===== src/rtl/fft_stage_ctrl.sv =====
// Sequencer for the 32-point radix-2 FFT: launches butterflies, steps the iteration counter, walks 5 stages.
// Optional WAIT watchdog enabled by defining FFT_TIMEOUT_EN.
module fft_stage_ctrl #(
  parameter int TIMEOUT_CYCLES = 64
) (
  input  logic       clk_i,
  input  logic       n_reset_i,
  input  logic       start_i,
  input  logic       bfly_done_i,
  input  logic [3:0] iteration_count_i,
  input  logic       stage_strobe_i,
  output logic       iteration_strobe_o,
  output logic       iter_clear_o,
  output logic       bfly_start_o,
  output logic [4:0] addr_a_o,
  output logic [4:0] addr_b_o,
  output logic [3:0] twiddle_idx_o,
  output logic [2:0] stage_count_o,
  output logic       busy_o,
  output logic       fft_done_o,
  output logic       timeout_err_o
);

  localparam logic [2:0] S_IDLE   = 3'd0;
  localparam logic [2:0] S_LAUNCH = 3'd1;
  localparam logic [2:0] S_WAIT   = 3'd2;
  localparam logic [2:0] S_STROBE = 3'd3;
  localparam logic [2:0] S_CHECK  = 3'd4;
  localparam logic [2:0] S_CLEAR  = 3'd5;
  localparam logic [2:0] S_DONE   = 3'd6;
  localparam logic [2:0] S_ABORT  = 3'd7;

  localparam logic [2:0] LAST_STAGE = 3'd4;

  logic [2:0] state_q, state_d;
  logic [2:0] stage_q, stage_d;
  logic       wait_expired;

  always_comb begin
    state_d = state_q;
    stage_d = stage_q;
    case (state_q)
      S_IDLE: begin
        if (start_i) begin
          state_d = S_LAUNCH;
          stage_d = '0;
        end
      end
      S_LAUNCH: state_d = S_WAIT;
      S_WAIT: begin
        if (bfly_done_i) begin
          state_d = S_STROBE;
        end else if (wait_expired) begin
          state_d = S_ABORT;
        end
      end
      S_STROBE: state_d = S_CHECK;
      // The counter has already absorbed the strobe, so its rollover flag is current here.
      S_CHECK:  state_d = stage_strobe_i ? S_CLEAR : S_LAUNCH;
      S_CLEAR: begin
        if (stage_q == LAST_STAGE) begin
          state_d = S_DONE;
        end else begin
          stage_d = stage_q + 3'd1;
          state_d = S_LAUNCH;
        end
      end
      S_DONE:  state_d = S_IDLE;
      S_ABORT: state_d = S_IDLE;
      default: state_d = S_IDLE;
    endcase
  end

  always_ff @(posedge clk_i or negedge n_reset_i) begin
    if (!n_reset_i) begin
      state_q <= S_IDLE;
      stage_q <= '0;
    end else begin
      state_q <= state_d;
      stage_q <= stage_d;
    end
  end

`ifdef FFT_TIMEOUT_EN
  localparam int CNT_W = (TIMEOUT_CYCLES > 1) ? $clog2(TIMEOUT_CYCLES) : 1;

  logic [CNT_W-1:0] wait_cnt_q, wait_cnt_d;
  logic             err_q, err_d;

  assign wait_expired = (state_q == S_WAIT) &&
                        (wait_cnt_q == CNT_W'(TIMEOUT_CYCLES - 1));

  always_comb begin
    wait_cnt_d = wait_cnt_q;
    err_d      = err_q;
    if (state_q == S_LAUNCH) begin
      wait_cnt_d = '0;
    end else if (state_q == S_WAIT) begin
      wait_cnt_d = wait_cnt_q + 1'b1;
    end
    if ((state_q == S_IDLE) && start_i) begin
      err_d = 1'b0;
    end else if (wait_expired && !bfly_done_i) begin
      err_d = 1'b1;
    end
  end

  always_ff @(posedge clk_i or negedge n_reset_i) begin
    if (!n_reset_i) begin
      wait_cnt_q <= '0;
      err_q      <= 1'b0;
    end else begin
      wait_cnt_q <= wait_cnt_d;
      err_q      <= err_d;
    end
  end

  assign timeout_err_o = err_q;
`else
  assign wait_expired  = 1'b0;
  assign timeout_err_o = 1'b0;
`endif

  assign bfly_start_o       = (state_q == S_LAUNCH);
  assign iteration_strobe_o = (state_q == S_STROBE);
  assign iter_clear_o       = (state_q == S_CLEAR) || (state_q == S_ABORT);
  assign fft_done_o         = (state_q == S_DONE);
  assign busy_o             = (state_q != S_IDLE);
  assign stage_count_o      = stage_q;

  // Butterfly k of stage s pairs samples span apart inside group k>>s.
  logic [4:0] span;
  logic [3:0] pos_mask, pos, grp;

  always_comb begin
    span          = 5'd1 << stage_q;
    pos_mask      = 4'(span - 5'd1);
    pos           = iteration_count_i & pos_mask;
    grp           = iteration_count_i >> stage_q;
    addr_a_o      = ({1'b0, grp} << (stage_q + 3'd1)) + {1'b0, pos};
    addr_b_o      = addr_a_o + span;
    twiddle_idx_o = pos << (3'd4 - stage_q);
  end

endmodule


===== config.mk =====
export PLATFORM = sky130hd
export DESIGN_NAME = fft_stage_ctrl
export DESIGN_NICKNAME = d
export VERILOG_FILES = /design/src/rtl/fft_stage_ctrl.sv
export SDC_FILE = /design/constraint.sdc
export NUM_CORES = 1
export LEC_CHECK = 0
export CORE_ASPECT_RATIO = 0.8
export CORE_MARGIN = 2
export CORE_UTILIZATION = 45
export CTS_CLUSTER_DIAMETER = 150
export DETAILED_ROUTE_END_ITERATION = 8
export PLACE_DENSITY = 0.83
export SLEW_MARGIN = 20
export SYNTH_ARGS = -nofsm -noshare
export SYNTH_HDL_FRONTEND = slang
export SYNTH_SLANG_ARGS = --single-unit

===== constraint.sdc =====
create_clock -name clk_i -period 5.2 [get_ports clk_i]
set_input_delay 0.52 -clock clk_i [delete_from_list [all_inputs] [get_ports clk_i]]
set_output_delay 0.52 -clock clk_i [all_outputs]
set_load 0.01 [all_outputs]

# After elaboration in Yosys (flattened, before gate mapping)
# Cells that the tools add are included.
totals:
  ff_bits: 6
  in_bits: 9
  wordCells: 38
  out_inout_bits: 23
op_classes:
  n_eq_ne: 11
  n_shift: 4
  n_bitwise: 1
  add_sub_neg: 5
  reduce_logical: 7
  mux: 8
ops:
  columns: ["operator", "n"]
  rows:
  - ["$pmux W3 S7", 1]
  - ["$mux W3", 6]
  - ["$eq A3 B3 Y1 const B", 5]
  - ["$eq A3 B2 Y1 const B", 2]
  - ["$ne A2 B2 Y1 const B", 3]
  - ["$pmux W3 S2", 1]
  - ["$add A5 B4 Y5", 1]
  - ["$add A5 B5 Y5", 1]
  - ["$shl A1 B3 Y5 const A", 1]
  - ["$shl A4 B3 Y5", 1]
  - ["$and A4 B4 Y4", 1]
  - ["$shl A4 B3 Y4", 1]
  - ["$shr A4 B3 Y4", 1]
  - ["$sub A4 B1 Y4 const B", 1]
  - ["$add A3 B1 Y3 const B", 1]
  - ["$eq A3 B1 Y1 const B", 1]
  - ["$logic_not A3 Y1", 1]
  - ["$reduce_and A3 Y1", 1]
  - ["$reduce_bool A3 Y1", 1]
  - ["$sub A3 B3 Y3 const A", 1]
  - ["$reduce_and A2 Y1", 1]
  - ["$reduce_bool A2 Y1", 1]
  - ["$reduce_or A2 Y1", 1]
  - ["$logic_or A1 B1 Y1", 1]

# Depth between registers and ports, before layout
logic_depth:
  word_depth: 5
  mapped_depth: 15

# Least setup slack after synthesis
# Ideal clock, no wire load.
synth_path:
  path_kind: "register to output"
  startpoint: "register stage_q[0] (netlist: stage_count_o[0])"
  endpoint: "output addr_b_o[4]"
  path_slack_ns: 1.365
  arrival_ns: 3.315
  required_ns: 4.680
  stages_incl_launch_ff: 15
  path_cell_list: "dfrtp_1 -> buf_6 -> inv_1 -> ha_1 -> and2b_1 -> nand2_1 -> nor2_1 -> ha_1 -> fa_1 -> xor2_1 -> ha_1 -> a21o_1 -> a21oi_1 -> xnor2_1 -> xnor3_1"
synth_via:
  elab_chain_len: 5
synth_rtl:
  columns: ["item", "line", "source"]
  rows:
  - ["start: declaration", "36", "logic [2:0] stage_q, stage_d;"]
  - ["start signal: assignment", "80", "stage_q <= stage_d;"]
  - ["$shl A1 B3 Y5", "136", "span = 5'd1 << stage_q;"]
  - ["$sub A4 B1 Y4", "137", "pos_mask = 4'(span - 5'd1);"]
  - ["$and A4 B4 Y4", "138", "pos = iteration_count_i & pos_mask;"]
  - ["$add A5 B4 Y5 (*)", "140", "addr_a_o = ({1'b0, grp} << (stage_q + 3'd1)) + {1'b0, pos};"]
  - ["named net addr_a_o[2]", "15", "output logic [4:0] addr_a_o,"]
  - ["$add A5 B5 Y5 (*)", "141", "addr_b_o = addr_a_o + span;"]
  - ["end: declaration", "16", "output logic [4:0] addr_b_o,"]
# The timed path passes the listed nets; every way through them passes the cells marked *.

# Worst setup path after layout
layout_path:
  startpoint: "register stage_q[1] (netlist: stage_count_o[1])"
  endpoint: "output addr_b_o[4]"
layout_via:
  elab_chain_len: 5
layout_rtl:
  columns: ["item", "line"]
  rows:
  - ["$shl A1 B3 Y5", "136"]
  - ["$sub A4 B1 Y4", "137"]
  - ["$and A4 B4 Y4", "138"]
  - ["$add A5 B4 Y5", "140"]
  - ["$add A5 B5 Y5 (*)", "141"]
# Mark *: on every way between the ends. The rest lies on a longest branch, timed or not.

==> flow_summary.ini <==
[run_status]
status = completed

[setup_path]
worstSetupStartpoint = stage_count_o[1]$_DFFE_PN0P_
cp_slowest_stage_delay_ns = 0.55
worstPathRequired_ns = 4.68
critPathSlowestCell = fa_1
cp-start-kind = register
crit_fanout = 11
cp-end-kind = output port
path_cells = inv_1, ha_1, and2b_1, nand2_1, nor2_1, ha_1, fa_1, fa_1, a21o_1, a21oi_1, xnor2_1, xnor3_1, clkdlybuf4s50_1
r2r_slack_ns = 3.64
path_class = reg2out
worst_ep_arrival_time_ns = 4.02
rr_worst_depth = 7
reg2reg_to = stage_count_o[1]$_DFFE_PN0P_
r2r_start = stage_count_o[1]$_DFFE_PN0P_

[timing]
finalHoldViolations = 0
setup_ws_ns = 0.657
drv_slew = 0
period_minus_slack_ns = 4.54
rsz0062_at_grt = no
fin_skew_ns = 0.00383
finalCritPeriodShare = 0.874
setup_tns_ns = 0
max_freq_mhz = 220
finalSetupViolCount = 0

[global_routing]
grt-ovfl-total = 0
first_global_vias = 925
track_usage = 0.190
antenna_found_initial = 0
grt_max_degree = 16
grt_pass1_wl_um = 3960

[pwr]
p_leak_nw = 0.627
irDropWorstVdd_v = 0.000538
powerDensity_nw_per_um2 = 757
finalPower_mw = 1.03

[clock_network]
clock_latency_ns = 0.25
cts_resized = 0
cts.sinks = 6
clock_path_buffers = 2
root_buffer = clkbuf_4
htreeDepth = 1
cts_tree = done
cts_made_buffers = 3
postCtsSetupRepairBufs = 0
clk_pin_slew_ns = 0.05
hold_buffers = 0

[floorplan]
pin_count = 32
die_area_um2 = 2710
die_h_um = 47.0
coreArea_um2 = 2180
start_util = 0.478
rows = 15
die_x_um = 57.7

[routing]
vias = 966
wl_um = 2380
vias_per_cell = 5.49
postRouteAntennaNets = 0
drtIter0Drc = 30
drt-pass1-iter-count = 4
drc = 0
post_drt_wl_per_cell_um = 13.5

[placed_design]
gp_congestion = 0.875
io_buffers = 30
place_area_um2 = 1330
dp_hpwl_um = 1940
dpl_worst_slack_ns = 0.808

[logic_synthesis]
synth_top_area_frac = 0.181
synthDistinctLibCells = 40
syn_nets = 149
synth_seq_area_share = 0.144
synthCells = 123
ys.flop_type = dfrtp_1
syn_avg_cell_area_um2 = 8.45
synth_area_leader_cell = ha_1
ys_warn_count = 0
synthTopCellsByArea = ha_1 (18%), dfrtp_1 (14%), xnor2_1 (5.1%)
netlist_area_um2 = 1040
synth-edff-count = 0
synth_most_common_cell = ha_1
ys_ff_latch = 6
synthArstFlopShare = 1.00
synth_commonest_cells = ha_1 (15), nand2_1 (9), a21oi_1 (8)

[job]
cap_violations = 0

[finish]
final_nets = 179
final_cell_area_um2 = 1360
drive_gt1_frac = 0.0662
fin_util = 0.623
num-fill-cells = 199
antenna_cells = 0
syn_to_final_growth_pct = 30.4

[hold_path]
hold_path.class = in2async
[cells in the final DEF, fill, tap and decap left out, types with 2 or more instances in the layout]
cell,n
nor2b_1,5
a21o_1,6
inv_1,6
nand2_1,9
a22oi_1,2
nor2_1,7
a32oi_1,2
o21ai_0,6
nor3_1,2
xor2_1,4
or3_1,2
nor3b_1,2
nand3b_1,2
clkbuf_4,3
dfrtp_1,6
o21a_1,3
ha_1,15
a21oi_1,8
xnor2_1,6
nand3_1,4
clkdlybuf4s50_1,30
fa_1,2
buf_4,2
[per-stage QoR]
stage               hold slack [ns]  instances
global route                  0.534        176
floorplan                     0.224        123
finish                        0.512        176
CTS                           0.514        176
global placement              0.629        173
detailed placement            0.648        173
[area by class of cell]
type / instances / area (um^2) / area share
inverters: 6 / 22.5 / 0.0166
flip-flops and latches: 6 / 150 / 0.111
multi-input cells: 104 / 815 / 0.601
clock buffers: 3 / 22.5 / 0.0166
repair buffers: 32 / 315 / 0.232
well taps: 25 / 31.3 / 0.0231
[worst max-delay path, delay by kind of cell (launching register included)]
family | cells | cell delay (ns)
compound gates | 2 | 0.36
flops | 1 | 0.35
xor+xnor | 2 | 0.36
fa+ha+maj | 4 | 1.73
simple gates | 3 | 0.40
buf+inv | 2 | 0.57
[flip-flops by register name (all words and copies together), names as in the netlist]
signal / count
state_q: 3
stage_count_o: 3
[logic make-up after synthesis]
kind of cell / after synthesis / synth area share
XOR/XNOR: 11 / 0.106
AO/OA/AOI/OAI: 33 / 0.218
other: 1 / 0.00361
buffers and inverters: 13 / 0.0722
flip-flops: 6 / 0.144
AND/OR/NAND/NOR: 40 / 0.213
multiplexers: 2 / 0.0241
adder cells (fa/ha/maj): 17 / 0.219
[report_power, final]
part,total (mW),switching (mW),leakage [nW],internal (mW)
Sequential,0.0982,0.0334,0.0793,0.0647
Combinational,0.885,0.408,0.534,0.477
Clock,0.0432,0.0171,0.0138,0.0261
[how the worst max path moves through the flow]
stage	to	slack, ns	cells past startpoint
6_report	addr_b_o[4]	0.66	13
5_1_grt	addr_b_o[4]	0.45	12
4_1_cts	addr_b_o[4]	0.64	13
3_5_place_dp	addr_b_o[4]	0.81	12
3_3_place_gp	addr_b_o[4]	0.86	12
2_1_floorplan	addr_b_o[4]	1.36	14
[layer usage]
metal | up-vias | part of all wire | routed length [um] | global-route usage
met3 | 2 | 0.088 | 209 | 0.0523
li1 | 493 | - | - | -
met1 | 428 | 0.46 | 1090 | 0.230
met5 | - | 0 | 0 | 0
met2 | 43 | 0.45 | 1080 | 0.343
met4 | 0 | 0.0034 | 8 | 0.0465
No activity file was read; power rests on OpenSTA's default activity.
